<file path="config.mk">
export PLATFORM = sky130hd
export DESIGN_NAME = can_tx_buf_ser_flat
export DESIGN_NICKNAME = d
export VERILOG_FILES = /design/src/rtl/can_tx_buf_ser_if.sv /design/src/rtl/can_tx_buf_ser.sv /design/src/flat_wrapper.sv
export SDC_FILE = /design/constraint.sdc
export NUM_CORES = 1
export LEC_CHECK = 0
export BUFFER_PORTS_ARGS = -buffer_cell sky130_fd_sc_hd__buf_4
export CAP_MARGIN = 0
export CORE_MARGIN = 5
export CORE_UTILIZATION = 50
export DETAILED_ROUTE_END_ITERATION = 10
export PLACE_DENSITY = 0.67
export RECOVER_POWER = 25
export SLEW_MARGIN = 20
export SYNTH_ARGS = -nofsm -noshare
export SYNTH_HDL_FRONTEND = slang
export SYNTH_SLANG_ARGS = --single-unit
export TNS_END_PERCENT = 10
</file>
<file path="constraint.sdc">
create_clock -name clk -period 3.7 [get_ports clk]
set_input_delay 1.11 -clock clk [delete_from_list [all_inputs] [get_ports clk]]
set_output_delay 1.11 -clock clk [all_outputs]
set_load 0.03 [all_outputs]
</file>
<file path="src/rtl/can_tx_buf_ser_if.sv">
// CPU register and BSP transmit signals of the CAN transmit buffer.
// CAN_TX_SINGLE_SHOT_EN adds the single_shot control line.
interface can_tx_buf_ser_if;
  logic [3:0] c_addr;
  logic [7:0] c_din;
  logic       c_wrn;
  logic [7:0] c_dout;
  logic       tx_req;
  logic       tx_abort;
  logic       bit_req;
  logic       tx_ok;
  logic       restart;
`ifdef CAN_TX_SINGLE_SHOT_EN
  logic       single_shot;
`endif
  logic       tx_bit;
  logic       tx_valid;
  logic       tx_last;
  logic       tx_busy;
  logic       tx_done;
  logic       abort_done;

`ifdef CAN_TX_SINGLE_SHOT_EN
  modport master (
    output c_addr, c_din, c_wrn, tx_req, tx_abort, bit_req, tx_ok, restart, single_shot,
    input  c_dout, tx_bit, tx_valid, tx_last, tx_busy, tx_done, abort_done
  );
  modport slave (
    input  c_addr, c_din, c_wrn, tx_req, tx_abort, bit_req, tx_ok, restart, single_shot,
    output c_dout, tx_bit, tx_valid, tx_last, tx_busy, tx_done, abort_done
  );
`else
  modport master (
    output c_addr, c_din, c_wrn, tx_req, tx_abort, bit_req, tx_ok, restart,
    input  c_dout, tx_bit, tx_valid, tx_last, tx_busy, tx_done, abort_done
  );
  modport slave (
    input  c_addr, c_din, c_wrn, tx_req, tx_abort, bit_req, tx_ok, restart,
    output c_dout, tx_bit, tx_valid, tx_last, tx_busy, tx_done, abort_done
  );
`endif
endinterface

</file>
<file path="src/rtl/can_tx_buf_ser.sv">
// can_tx_buf_ser: 10-byte CAN transmit buffer serialised MSB-first to the BSP.
// Optional macro CAN_TX_SINGLE_SHOT_EN: single_shot turns restart into a drop with abort_done.
module can_tx_buf_ser #(
  parameter logic [7:0] RST_VAL  = 8'hff,
  parameter int         MAX_DATA = 8
) (
  input logic             clk,
  input logic             rsn,
  can_tx_buf_ser_if.slave bus
);
  typedef enum logic [1:0] {IDLE = 2'd0, LOAD = 2'd1, SHIFT = 2'd2, WAIT = 2'd3} state_t;
  localparam logic [3:0] MAX_DLC = 4'(MAX_DATA);

  state_t     state_r, state_nxt_s;
  logic [7:0] buf_r [10];
  logic [7:0] shift_r;
  logic [2:0] bit_cnt_r;
  logic [3:0] byte_idx_r;
  logic [3:0] n_r;
  logic       busy_r, done_r, abort_done_r, abort_pend_r;

  logic       in_buf_s, wr_en_s, last_s, abort_s, drop_s;
  logic       load_s, adv_s, done_s, abort_pulse_s;
  logic [3:0] dlc_s, n_s, next_idx_s;

  assign in_buf_s   = (bus.c_addr <= 4'd9);
  assign wr_en_s    = !bus.c_wrn && in_buf_s && !busy_r;
  assign dlc_s      = buf_r[1][3:0];
  assign n_s        = buf_r[1][4] ? 4'd0 : ((dlc_s > MAX_DLC) ? MAX_DLC : dlc_s);
  assign next_idx_s = byte_idx_r + 4'd1;
  // Final bit: last bit of byte 1+n (the ID/control bytes precede the data).
  assign last_s     = (byte_idx_r == (n_r + 4'd1)) && (bit_cnt_r == 3'd7);
  assign abort_s    = abort_pend_r | bus.tx_abort;
`ifdef CAN_TX_SINGLE_SHOT_EN
  assign drop_s     = abort_s | bus.single_shot;
`else
  assign drop_s     = abort_s;
`endif

  // Next-state and event decode for the transmit sequencer.
  always_comb begin
    state_nxt_s   = state_r;
    load_s        = 1'b0;
    adv_s         = 1'b0;
    done_s        = 1'b0;
    abort_pulse_s = 1'b0;
    case (state_r)
      IDLE: begin
        if (bus.tx_req) state_nxt_s = LOAD;
        else            state_nxt_s = IDLE;
      end
      LOAD: begin
        load_s      = 1'b1;
        state_nxt_s = SHIFT;
      end
      SHIFT: begin
        if (bus.restart) begin
          if (drop_s) begin
            state_nxt_s   = IDLE;
            abort_pulse_s = 1'b1;
          end else begin
            state_nxt_s = LOAD;
          end
        end else if (bus.bit_req) begin
          if (last_s) state_nxt_s = WAIT;
          else        adv_s       = 1'b1;
        end else begin
          state_nxt_s = SHIFT;
        end
      end
      WAIT: begin
        if (bus.tx_ok) begin
          state_nxt_s = IDLE;
          done_s      = 1'b1;
        end else if (bus.restart) begin
          if (drop_s) begin
            state_nxt_s   = IDLE;
            abort_pulse_s = 1'b1;
          end else begin
            state_nxt_s = LOAD;
          end
        end else begin
          state_nxt_s = WAIT;
        end
      end
      default: state_nxt_s = IDLE;
    endcase
  end

  // Sequencer state, lock flag, pending abort and completion pulses.
  always_ff @(posedge clk or negedge rsn) begin
    if (!rsn) begin
      state_r      <= IDLE;
      busy_r       <= 1'b0;
      done_r       <= 1'b0;
      abort_done_r <= 1'b0;
      abort_pend_r <= 1'b0;
    end else begin
      state_r      <= state_nxt_s;
      busy_r       <= (state_nxt_s != IDLE);
      done_r       <= done_s;
      abort_done_r <= abort_pulse_s;
      abort_pend_r <= (state_nxt_s == IDLE) ? 1'b0
                    : (abort_pend_r | ((state_r != IDLE) & bus.tx_abort));
    end
  end

  // CPU-writable frame buffer, locked while a frame is pending.
  always_ff @(posedge clk or negedge rsn) begin
    if (!rsn) begin
      for (int i = 0; i < 10; i++) buf_r[i] <= RST_VAL;
    end else if (wr_en_s) begin
      buf_r[bus.c_addr] <= bus.c_din;
    end
  end

  // Shift register with bit/byte position; next byte is fetched on the 8th bit_req.
  always_ff @(posedge clk or negedge rsn) begin
    if (!rsn) begin
      shift_r    <= 8'h00;
      bit_cnt_r  <= 3'd0;
      byte_idx_r <= 4'd0;
      n_r        <= 4'd0;
    end else if (load_s) begin
      shift_r    <= buf_r[0];
      bit_cnt_r  <= 3'd0;
      byte_idx_r <= 4'd0;
      n_r        <= n_s;
    end else if (adv_s) begin
      if (bit_cnt_r == 3'd7) begin
        shift_r    <= buf_r[next_idx_s];
        bit_cnt_r  <= 3'd0;
        byte_idx_r <= next_idx_s;
      end else begin
        shift_r   <= {shift_r[6:0], 1'b0};
        bit_cnt_r <= bit_cnt_r + 3'd1;
      end
    end
  end

  assign bus.c_dout     = in_buf_s ? buf_r[bus.c_addr] : 8'h00;
  assign bus.tx_valid   = (state_r == SHIFT);
  assign bus.tx_bit     = (state_r == SHIFT) & shift_r[7];
  assign bus.tx_last    = (state_r == SHIFT) & last_s;
  assign bus.tx_busy    = busy_r;
  assign bus.tx_done    = done_r;
  assign bus.abort_done = abort_done_r;
endmodule

</file>
<file path="src/flat_wrapper.sv">
// flat-port wrapper written by rule: the top's interface ports become plain ports
module can_tx_buf_ser_flat 
#(
  parameter logic [7:0] RST_VAL  = 8'hff,
  parameter int         MAX_DATA = 8
)
  (clk, rsn, bus_c_addr, bus_c_din, bus_c_wrn, bus_tx_req, bus_tx_abort, bus_bit_req, bus_tx_ok, bus_restart, bus_c_dout, bus_tx_bit, bus_tx_valid, bus_tx_last, bus_tx_busy, bus_tx_done, bus_abort_done);
  can_tx_buf_ser_if bus_i ();
  input logic clk;
  input logic rsn;
  input wire logic [$bits(bus_i.c_addr)-1:0] bus_c_addr;
  input wire logic [$bits(bus_i.c_din)-1:0] bus_c_din;
  input wire logic [$bits(bus_i.c_wrn)-1:0] bus_c_wrn;
  input wire logic [$bits(bus_i.tx_req)-1:0] bus_tx_req;
  input wire logic [$bits(bus_i.tx_abort)-1:0] bus_tx_abort;
  input wire logic [$bits(bus_i.bit_req)-1:0] bus_bit_req;
  input wire logic [$bits(bus_i.tx_ok)-1:0] bus_tx_ok;
  input wire logic [$bits(bus_i.restart)-1:0] bus_restart;
  output wire logic [$bits(bus_i.c_dout)-1:0] bus_c_dout;
  output wire logic [$bits(bus_i.tx_bit)-1:0] bus_tx_bit;
  output wire logic [$bits(bus_i.tx_valid)-1:0] bus_tx_valid;
  output wire logic [$bits(bus_i.tx_last)-1:0] bus_tx_last;
  output wire logic [$bits(bus_i.tx_busy)-1:0] bus_tx_busy;
  output wire logic [$bits(bus_i.tx_done)-1:0] bus_tx_done;
  output wire logic [$bits(bus_i.abort_done)-1:0] bus_abort_done;
  assign bus_i.c_addr = bus_c_addr;
  assign bus_i.c_din = bus_c_din;
  assign bus_i.c_wrn = bus_c_wrn;
  assign bus_i.tx_req = bus_tx_req;
  assign bus_i.tx_abort = bus_tx_abort;
  assign bus_i.bit_req = bus_bit_req;
  assign bus_i.tx_ok = bus_tx_ok;
  assign bus_i.restart = bus_restart;
  assign bus_c_dout = bus_i.c_dout;
  assign bus_tx_bit = bus_i.tx_bit;
  assign bus_tx_valid = bus_i.tx_valid;
  assign bus_tx_last = bus_i.tx_last;
  assign bus_tx_busy = bus_i.tx_busy;
  assign bus_tx_done = bus_i.tx_done;
  assign bus_abort_done = bus_i.abort_done;
  can_tx_buf_ser #(.RST_VAL(RST_VAL), .MAX_DATA(MAX_DATA)) u_core (.clk(clk), .rsn(rsn), .bus(bus_i));
endmodule
</file>
# Word-level counts from Yosys, hierarchy flattened
# Cells that the tools add are included.
# totals
mem_bits_rw	0
output_inout_bits	14
in_bits	20
word_cells	93
latchBits	0
mem_bits_ro	0
ff_bits	105
memories	0
# op_classes
reduce_logical	13
div	0
n_shift	0
n_mux	41
order_cmp	5
n_addsub	3
bitwise_logic	7
n_mul	0
n_eq_ne	5
# op_table
cell	count
bitwise mux 80 bit	1
two-way mux 8 bit	9
binary-select mux 8 bit (select 4 bit)	2
demux 8 bit (select 4 bit)	1
two-way mux 4 bit	5
two-way mux 1 bit	13
>= comparator 5 bit, second input constant	2
two-way mux 2 bit	5
NOT 4 -> 5 bit	2
two-way mux 3 bit	3
adder 4 x 1 -> 4 bit, second input constant	2
case mux 2 bit (4 select lines)	1
nonzero test 2 bit	4
less-than comparator 5 x 1 -> 1 bit, second input constant	1
equality test 2 bit, second input constant	2
equality test 4 bit	1
> comparator 4 bit, second input constant	1
<= comparator 4 bit, second input constant	1
logical AND 1 bit	4
logical NOT 2 bit	2
adder 3 x 1 -> 3 bit, second input constant	1
bitwise AND 1 bit	3
equality test 3 bit, second input constant	1
equality test 2 x 1 -> 1 bit, second input constant	1
4 further kinds	6

# Logic depth before layout (Yosys ltp)
# Gate-level depths: netlist (run 1).
# logic_depth
depth_word	9
depth_mapped	9
ltp_nobuf	7

# Worst setup path before layout (run 1)
# OpenSTA, ideal clock, no wires.
# synth_path
path_kind	input port to output port
startpoint	input port bus_c_addr[0]
endpoint	output port bus_c_dout[3]
t_arrival_ns	2.367
n_path_buf	2
cell_stages	5
required_time_ns	2.590
path_slack_ns	0.223
path_cell_list	buf_2 > buf_2 > mux4_2 > mux2i_1 > o22ai_1
# synth_via
elab_chain_cells	5
elab_cells_between_ends	6
classes_between	order compare: 1; mux: 4; bitwise: 1
# synth_lines
element	line_no	rtl
from (decl)	flat_wrapper.sv:11	input wire logic [$bits(bus_i.c_addr)-1:0] bus_c_addr;
NOT 4 -> 5 bit (not written as such)	can_tx_buf_ser.sv:141	assign bus.c_dout = in_buf_s ? buf_r[bus.c_addr] : 8'h00;
binary-select mux 8 bit (select 4 bit)	can_tx_buf_ser.sv:141	
two-way mux 8 bit (not written as such) (2 in series)	can_tx_buf_ser.sv:141	
two-way mux 8 bit (*)	can_tx_buf_ser.sv:141	
to (decl)	flat_wrapper.sv:19	output wire logic [$bits(bus_i.c_dout)-1:0] bus_c_dout;
# Mark *: on every way between the ends. The rest lies on a longest branch, timed or not. The select of a mux whose other input is x is not followed.

# Final worst setup path (run 1)
# layout_path
startpoint	input port bus_c_addr[0]
endpoint	output port bus_c_dout[1]
# Same word-level chain as after synthesis.

==> results of run 1 <==
-- layer usage --
metal | vias to the layer above | part of all wire | GRT usage
li1 | 1707 | - | -
met1 | 2099 | 0.46 | 0.297
met2 | 86 | 0.49 | 0.327
met3 | 10 | 0.041 | 0.0341
met4 | 0 | 0.0098 | 0.0538
met5 | - | 0 | 0
-- how the worst min path moves through the flow --
stage                                           end  slack [ns]                            start
finish              u_core.bit_cnt_r[1]$_DFFE_PN0P_        0.52  u_core.bit_cnt_r[1]$_DFFE_PN0P_
global route        u_core.bit_cnt_r[1]$_DFFE_PN0P_        0.56  u_core.bit_cnt_r[1]$_DFFE_PN0P_
CTS                 u_core.bit_cnt_r[1]$_DFFE_PN0P_        0.52  u_core.bit_cnt_r[1]$_DFFE_PN0P_
detailed placement  u_core.bit_cnt_r[1]$_DFFE_PN0P_        0.51  u_core.bit_cnt_r[1]$_DFFE_PN0P_
global placement    u_core.bit_cnt_r[1]$_DFFE_PN0P_        0.51  u_core.bit_cnt_r[1]$_DFFE_PN0P_
floorplan                 u_core.n_r[3]$_DFFE_PN0P_        0.47        u_core.n_r[3]$_DFFE_PN0P_
-- state kept, by name, summed over array words and instances (netlist names) --
| signal | flops |
|---|---|
| u_core.abort_pend_r | 1 |
| u_core.bit_cnt_r | 3 |
| u_core.buf_r | 80 |
| u_core.bus.abort_done | 1 |
| u_core.bus.tx_busy | 1 |
| u_core.bus.tx_done | 1 |
| u_core.byte_idx_r | 4 |
| u_core.n_r | 4 |
| u_core.shift_r | 8 |
| u_core.state_r | 2 |
-- power by group through the flow --
stage,logic (W),registers [W],clock network (W)
3_5_place_dp,0.00130,0.00225,0
2_1_floorplan,0.00104,0.00210,0
3_3_place_gp,0.00126,0.00222,0
6_report,0.00129,0.00225,0.000919
4_1_cts,0.00130,0.00223,0.000938
5_1_grt,0.00141,0.00230,0.000990
-- worst register-to-register path, stage by stage, from the launching register on --
cell      delay (ns)
dfrtp_1         0.45
buf_4           0.45
nand3b_1        0.19
a41o_1          0.31
or2_0           0.42
a222oi_1        0.39
o22ai_1         0.14
-- cells in the mapped netlist, types with 5 or more instances --
cell	number
buf_2	10
o21ai_1	10
mux2i_1	31
nand2b_1	10
xnor2_1	6
nand2_1	25
dfrtp_1	25
a222oi_1	6
buf_1	10
mux2_1	25
a21oi_1	5
dfstp_2	80
nor3_1	7
o22ai_1	16
mux4_2	31
nand3_1	5
nor2_1	6
mux2_2	62
clkbuf_1	5
-- final cells by class --
| cell class | instances | area (um^2) | area share |
|---|---|---|---|
| multi-input cells | 293 | 2910 | 0.450 |
| clock inverters | 5 | 28.8 | 0.00446 |
| flip-flops and latches | 105 | 2730 | 0.423 |
| inverters | 4 | 15.0 | 0.00233 |
| repair buffers | 45 | 344 | 0.0533 |
| well taps | 143 | 179 | 0.0277 |
| clock buffers | 11 | 254 | 0.0394 |
-- through the flow --
step | util | cell area [um^2]
after detailed placement | 0.541 | 6180
final | 0.565 | 6450
after floorplan | - | 5820
after global placement | 0.541 | 6180
after CTS | 0.566 | 6460
after global routing | 0.565 | 6450
-- cells by family after synthesis --
logic type / synth area share
mux: 0.342
flops: 0.469
simple gates: 0.0636
compound gates: 0.0733
buf+inv: 0.0325
xor+xnor: 0.0120
fa+ha+maj: 0.00860
==> impl_metrics.env, run 1 <==
export IMPL_p_sw_frac=0.306
export IMPL_placedCellCount=590
export IMPL_cp_top_family="multiplexers"
export IMPL_worst_hold_slack_ns=0.521
export IMPL_cp_endpoint="bus_c_dout[1]"
export IMPL_r2r_slack_ns=1.22
export IMPL_die_height_um=118
export IMPL_yosysTopAreaCell="dfstp_2"
export IMPL_cpPeakStageDelay_ns=0.56
export IMPL_synth_fp_nets=458
export IMPL_cts_resized=0
export IMPL_rsz0062_at_grt="no"
export IMPL_synth_distinct_cells=49
export IMPL_rr_worst_depth=6
export IMPL_p_int_w=0.00309
export IMPL_slew_headroom=-0.104
export IMPL_final_nets=482
export IMPL_drv_slew=62
export IMPL_cp_cell_sequence="buf_4, mux4_2, mux2i_1, o22ai_1, buf_4"
export IMPL_grt_usage=0.207
export IMPL_drive_above_1_share=0.512
export IMPL_ys_flop_type="dfstp_2"
export IMPL_insertion_delay_ns=0.34
export IMPL_hold_path_class="flop to flop"
export IMPL_fin_crit_sh=0.970
export IMPL_synthCells=434
export IMPL_die_area_mm2=0.0139
export IMPL_mostFrequentLayoutCells="80 x dfstp_2, 62 x mux2_2, 41 x buf_4"
export IMPL_dr_pass1_iters=4
export IMPL_yosys_top_cells_area="dfstp_2 36%, mux2_2 12%, mux4_2 12%, dfrtp_1 11%, mux2i_1 5.3%"
export IMPL_ant_nets=0
export IMPL_core_mm2=0.0114
export IMPL_first_global_vias=3915
export IMPL_status="finished, violations left"
export IMPL_cts_setup_buffers=0
export IMPL_syn_area_mm2=0.00582
export IMPL_cp_end_kind="output pin"
export IMPL_cpMaxStageDelayCell="mux4_2"
export IMPL_vdd_drop_max_mv=0.321
export IMPL_detail_route_wl_per_cell_um=23.6
export IMPL_routed_wl_um=14300
export IMPL_cts_root_buf="clkbuf_16"
export IMPL_grt_max_degree=63
export IMPL_synth_seq_cells=105
export IMPL_first_iter_violations=257
export IMPL_power_leakage_nw=2.71
export IMPL_ios=34
export IMPL_switching_power_w=0.00136
export IMPL_critical_path_most_common_cell="buf_4"
export IMPL_numCtsBuffers=9
export IMPL_worstMarginPinSlew_ns=1.66
export IMPL_netlist_area_leader_share=0.361
export IMPL_start_util=0.510
export IMPL_finalHoldViolCount=0
export IMPL_ys_seq_area_frac=0.469
export IMPL_drc_errors=0
export IMPL_place_congestion=0.788
export IMPL_final_common_cell="dfstp_2"
export IMPL_pre_cts_slack_ns=0.0918
export IMPL_cts_clk_slew_worst_paths_ns=0.06
export IMPL_nFillCells=971
export IMPL_cts_buffer_depth=2
export IMPL_grt_overflow=0
export IMPL_rows=39
export IMPL_crit_start="bus_c_addr[0]"
export IMPL_cp_required_ns=2.59
export IMPL_rr_startpoint="u_core.byte_idx_r[0]$_DFFE_PN0P_"
export IMPL_cp_num_buf_inv=2
export IMPL_cts_tree="done"
export IMPL_cts_hold_buf=0
export IMPL_setup_ws_ns=0.112
export IMPL_startpoint_type="input pin"
export IMPL_finClkSkew_ns=0.00662
export IMPL_hold_depth=2
export IMPL_n_antenna_cell=0
export IMPL_grt_pass1_wl_um=22500
export IMPL_r2r_end="u_core.shift_r[7]$_DFFE_PN0P_"
export IMPL_setup_viol=0
export IMPL_synth_edff_count=0
export IMPL_worstSetupPathDepth=5
export IMPL_violations="max-capacitance violations, max-slew violations"
export IMPL_total_power_w=0.00446
export IMPL_vias=3902
export IMPL_p_seq_frac=0.504
export IMPL_clkPwrFrac=0.206
export IMPL_cp_max_fo=20
export IMPL_pwr_share_comb=0.289
export IMPL_areaGrowthSynthToFinish_pct=10.9
export IMPL_yosys_warnings=0
export IMPL_fin_setup_tns_ns=0
export IMPL_port_buffers=33
export IMPL_power_density_mw_per_mm2=691
export IMPL_h_tree_depth=3
export IMPL_syn_avg_cell_area_um2=13.4
export IMPL_instances_no_fill=606
export IMPL_async_flop_share=1.00
export IMPL_critical_path_class="input pin to output pin"
export IMPL_hpwlAfterDp_um=9430
export IMPL_critPathArrivalTime_ns=2.48
export IMPL_fmax_mhz=279
export IMPL_cts_sinks=105
export IMPL_vias_per_cell=6.44
export IMPL_die_x_um=118
export IMPL_layout_min_cycle_time_ns=3.59
export IMPL_grt_antenna_before_repair=0
export IMPL_drv_cap=1
No activity file was read; power rests on OpenSTA's default activity.
==> run 2, diff against run 1 <==
- RECOVER_POWER: 25 -> 100
==> run 2 against run 1 <==
Effect of this change: the flow still finishes with violations (max-capacitance violations, max-slew violations); global-route usage did not move; maximum frequency fell by 0.96%; first-iteration DRC count rose by 12%; sequential power barely moved; die area did not move; final cell count did not move; sequential share of layout area rose by 0.38 points; clock power barely moved; core utilization fell by 0.50 points; sequential cell count did not move; clock skew rose by 0.0013 ns; critical path type unchanged; critical endpoint unchanged; largest power group unchanged.
==> impl_metrics.env, run 2 (same netlist as run 1, synthesis figures left out) <==
export IMPL_dr_pass1_iters=7
export IMPL_place_area_mm2=0.00618
export IMPL_status="finished, violations left"
export IMPL_vdd_drop_max_mv=0.323
export IMPL_insertion_delay_ns=0.34
export IMPL_multi_input_area_mm2=0.00291
export IMPL_grt_usage=0.207
export IMPL_hold_path_class="flop to flop"
export IMPL_grt_antenna_before_repair=0
export IMPL_fin_setup_tns_ns=0
export IMPL_ant_nets=0
export IMPL_reg_top3="u_core.buf_r (80), u_core.shift_r (8)"
export IMPL_cts_root_buf="clkbuf_16"
export IMPL_use_met2=0.327
export IMPL_routed_wl_um=14200
export IMPL_critical_path_class="input pin to output pin"
export IMPL_grt_use_met3=0.0341
export IMPL_seq_area_mm2=0.00273
export IMPL_worstMarginPinSlew_ns=1.61
export IMPL_fin_crit_sh=0.979
export IMPL_final_nets=482
export IMPL_slew_headroom=-0.0747
export IMPL_grt_util_met1=0.297
export IMPL_placedCellCount=590
export IMPL_cp_max_fo=11
export IMPL_detail_route_wl_per_cell_um=23.5
export IMPL_violations="max-capacitance violations, max-slew violations"
export IMPL_cts_tree="done"
export IMPL_nFillCells=979
export IMPL_startpoint_type="input pin"
export IMPL_instances_no_fill=606
export IMPL_drv_cap=1
export IMPL_cts_resized=0
export IMPL_port_buffers=33
export IMPL_vias=3886
export IMPL_finalHoldViolCount=0
export IMPL_mostFrequentLayoutCells="80 x dfstp_2, 62 x mux2_2, 31 x mux2i_1, 31 x mux4_2, 28 x buf_4"
export IMPL_first_iter_violations=288
export IMPL_cts_sinks=105
export IMPL_power_leakage_nw=2.66
export IMPL_cts_buffer_depth=2
export IMPL_largest_register="u_core.buf_r"
export IMPL_cp_end_kind="output pin"
export IMPL_power_density_mw_per_mm2=692
export IMPL_grt_max_degree=63
export IMPL_n_antenna_cell=0
export IMPL_start_util=0.510
export IMPL_cts_clk_slew_worst_paths_ns=0.07
export IMPL_cts_hold_buf=0
export IMPL_layout_min_cycle_time_ns=3.62
export IMPL_grt_overflow=0
export IMPL_grt_busiest_layer="met2"
export IMPL_r2r_slack_ns=0.83
export IMPL_core_mm2=0.0114
export IMPL_numCtsBuffers=9
export IMPL_fin_area_mm2=0.00640
export IMPL_vias_per_cell=6.41
export IMPL_cp_required_ns=2.59
export IMPL_final_common_cell="dfstp_2"
export IMPL_finClkSkew_ns=0.00793
export IMPL_total_power_w=0.00442
export IMPL_rsz0062_at_grt="no"
export IMPL_drc_errors=0
export IMPL_hpwlAfterDp_um=9430
export IMPL_ios=34
export IMPL_grt_pass1_wl_um=22500
export IMPL_h_tree_depth=3
export IMPL_cts_setup_buffers=0
export IMPL_place_congestion=0.788
export IMPL_drv_slew=63
export IMPL_rows=39
export IMPL_die_area_mm2=0.0139
export IMPL_worst_hold_slack_ns=0.525
export IMPL_areaGrowthSynthToFinish_pct=9.86
export IMPL_die_x_um=118
export IMPL_drive_above_1_share=0.495
export IMPL_first_global_vias=3915
export IMPL_die_height_um=118
export IMPL_largest_reg_flops=80
export IMPL_fmax_mhz=276
export IMPL_critPathArrivalTime_ns=2.51
export IMPL_setup_viol=0
-- run 2: area by class of cell --
class                      instances  share of cell area
sequential                       105               0.426
clock inverter                     5             0.00450
tap                              143              0.0280
multi-input combinational        293               0.454
clock buffer                      11              0.0397
inverter                           4             0.00235
timing repair buffer              45              0.0448
-- run 2: stage by stage --
step                utilization  worst slack, ns
finish                    0.560           0.0769
global route              0.560          0.00744
CTS                       0.566           0.0930
detailed placement        0.541           0.0918
global placement          0.541           0.0896
floorplan                     -            0.223
-- run 2: per-layer routing --
layer | wire [um] | vias to the layer above
met3 | 707 | 12
met4 | 165 | 0
met5 | 0 | -
li1 | - | 1701
met2 | 6940 | 116
met1 | 6440 | 2057
-- run 2: power by group --
group / leakage, nW / internal (W) / switching, W
logic: 1.35 / 0.000719 / 0.000544
clock network: 0.145 / 0.000496 / 0.000424
registers: 1.17 / 0.00186 / 0.000386
-- run 2: worst paths after layout --
check / start / end / cells after the start
worst min register to register: u_core.bit_cnt_r[2]$_DFFE_PN0P_ / u_core.bit_cnt_r[2]$_DFFE_PN0P_ / 2
worst max register to register: u_core.byte_idx_r[0]$_DFFE_PN0P_ / u_core.shift_r[7]$_DFFE_PN0P_ / 6
worst min-delay path: u_core.bit_cnt_r[2]$_DFFE_PN0P_ / u_core.bit_cnt_r[2]$_DFFE_PN0P_ / 2
worst max-delay path: bus_c_addr[2] / bus_c_dout[1] / 5
max in group asynchronous: rsn / u_core.shift_r[5]$_DFFE_PN0P_ / 2
min in group asynchronous: rsn / u_core.bus.abort_done$_DFF_PN0_ / 1
-- run 2: worst max-delay path, cell delays in order --
cell      delay (ns)
buf_4           0.08
clkbuf_1        0.66
mux2i_1         0.16
o22ai_1         0.27
buf_4           0.22
==> run 3, diff against run 2 <==
- CORE_UTILIZATION: 50 -> 66
- PLACE_DENSITY: 0.67 -> 0.85
==> run 3 against run 2 <==
Effect of this change: the flow still finishes with violations (max-capacitance violations, max-slew violations); worst setup slack got worse by 0.0014 ns; combinational power barely moved; via count down 0.10%; critical endpoint is now bus_c_dout[3]; largest power group unchanged.
==> impl_metrics.env, run 3 (same netlist as run 1, synthesis figures left out) <==
export IMPL_status="finished, violations left"
export IMPL_violations="max-capacitance violations, max-slew violations"
export IMPL_cp_end_kind="output pin"
export IMPL_rows=34
export IMPL_die_height_um=104
export IMPL_critical_path_class="input pin to output pin"
export IMPL_setup_ws_ns=0.0755
export IMPL_ant_nets=0
export IMPL_nFillCells=573
export IMPL_power_leakage_nw=2.60
export IMPL_worstMarginPinSlew_ns=1.74
export IMPL_hpwlAfterDp_um=9070
export IMPL_cts_resized=0
export IMPL_hold_path_class="flop to flop"
export IMPL_grt_antenna_before_repair=0
export IMPL_grt_util_met1=0.363
export IMPL_reg_top3="u_core.buf_r (80), u_core.shift_r (8)"
export IMPL_critPathArrivalTime_ns=2.51
export IMPL_grt_pass1_wl_um=22400
export IMPL_vias_per_cell=6.83
export IMPL_cts_hold_buf=0
export IMPL_rsz0062_at_grt="no"
export IMPL_core_mm2=0.00868
export IMPL_port_buffers=33
export IMPL_cts_buffer_depth=2
export IMPL_h_tree_depth=3
export IMPL_rr_worst_depth=7
export IMPL_grt_usage=0.263
export IMPL_cp_required_ns=2.59
export IMPL_numCtsBuffers=9
export IMPL_grt_busiest_layer="met2"
export IMPL_grt_overflow=0
export IMPL_cts_root_buf="clkbuf_8"
export IMPL_hold_depth=2
export IMPL_largest_register="u_core.buf_r"
export IMPL_cp_max_fo=22
export IMPL_drv_slew=72
export IMPL_slew_headroom=-0.158
export IMPL_drive_above_1_share=0.487
export IMPL_grt_use_met3=0.0608
export IMPL_dr_pass1_iters=5
export IMPL_first_global_vias=4002
export IMPL_n_antenna_cell=0
export IMPL_drv_cap=1
export IMPL_pre_cts_slack_ns=0.0544
export IMPL_fin_setup_tns_ns=0
export IMPL_finClkSkew_ns=0.0128
export IMPL_cts_clk_slew_worst_paths_ns=0.11
export IMPL_largest_reg_flops=80
export IMPL_place_congestion=0.832
export IMPL_fmax_mhz=276
export IMPL_power_density_mw_per_mm2=677
export IMPL_die_area_mm2=0.0108
export IMPL_die_x_um=104
export IMPL_routed_wl_um=13500
export IMPL_startpoint_type="input pin"
export IMPL_use_met2=0.413
export IMPL_first_iter_violations=205
export IMPL_vias=3882
export IMPL_final_common_cell="dfstp_2"
export IMPL_final_nets=479
export IMPL_detail_route_wl_per_cell_um=23.7
export IMPL_ios=34
export IMPL_drc_errors=0
export IMPL_fin_crit_sh=0.980
export IMPL_areaGrowthSynthToFinish_pct=7.05
export IMPL_grt_max_degree=72
export IMPL_cts_tree="done"
export IMPL_mostFrequentLayoutCells="80 x dfstp_2, 62 x mux2_2, 31 x mux2i_1, 31 x mux4_2"
export IMPL_insertion_delay_ns=0.38
export IMPL_cts_sinks=105
export IMPL_setup_viol=0
export IMPL_vdd_drop_max_mv=0.439
export IMPL_finalHoldViolCount=0
export IMPL_start_util=0.671
export IMPL_layout_min_cycle_time_ns=3.62
export IMPL_cts_setup_buffers=0
[run 3: worst max-delay path: stages]
cell and delay (ns):
clkbuf_4 0.34, mux4_2 0.56, mux2i_1 0.19, o22ai_1 0.12
buf_4 0.19
[run 3: final timing paths]
path | start | endpoint | slack (ns)
hold / removal | u_core.bit_cnt_r[2]$_DFFE_PN0P_ | u_core.bit_cnt_r[2]$_DFFE_PN0P_ | 0.53
setup reg to reg | u_core.byte_idx_r[0]$_DFFE_PN0P_ | u_core.shift_r[6]$_DFFE_PN0P_ | 0.30
min in group asynchronous | rsn | u_core.bus.abort_done$_DFF_PN0_ | 1.18
hold reg to reg | u_core.bit_cnt_r[2]$_DFFE_PN0P_ | u_core.bit_cnt_r[2]$_DFFE_PN0P_ | 0.53
setup / recovery | bus_c_addr[1] | bus_c_dout[3] | 0.08
max in group asynchronous | rsn | u_core.buf_r[59]$_DFFE_PN1P_ | 0.91
[run 3: area by class of cell]
cell class,count,area (um^2),share of cell area
multi-input cells,293,2890,0.464
clock inverters,7,81.3,0.0130
clock buffers,9,124,0.0199
inverters,4,15.0,0.00241
flip-flops and latches,105,2730,0.438
repair buffers,42,256,0.0412
well taps,108,135,0.0217
[run 3: per-stage QoR]
| stage | std cells | cell area [um^2] | utilization | hold slack (ns) | power [W] |
|---|---|---|---|---|---|
| after CTS | 568 | 6300 | 0.726 | 0.530 | 0.00426 |
| final | 568 | 6230 | 0.718 | 0.534 | 0.00422 |
| after global routing | 568 | 6230 | 0.718 | 0.567 | 0.00447 |
| after global placement | 552 | 6100 | 0.703 | 0.490 | 0.00344 |
| after detailed placement | 552 | 6100 | 0.703 | 0.505 | 0.00353 |
| after floorplan | 434 | 5820 | - | 0.470 | 0.00313 |
[run 3: where the power goes]
group          leakage (nW)  switching [W]  total (W)  internal (W)
combinational          1.33       0.000544    0.00125      0.000709
clock                 0.104       0.000446   0.000717      0.000272
sequential             1.17       0.000395    0.00225       0.00185
[run 3: metal layers]
metal	wire length, um	share of wire
met4	412	0.031
met1	5550	0.41
met3	1010	0.075
met5	0	0
met2	6510	0.48
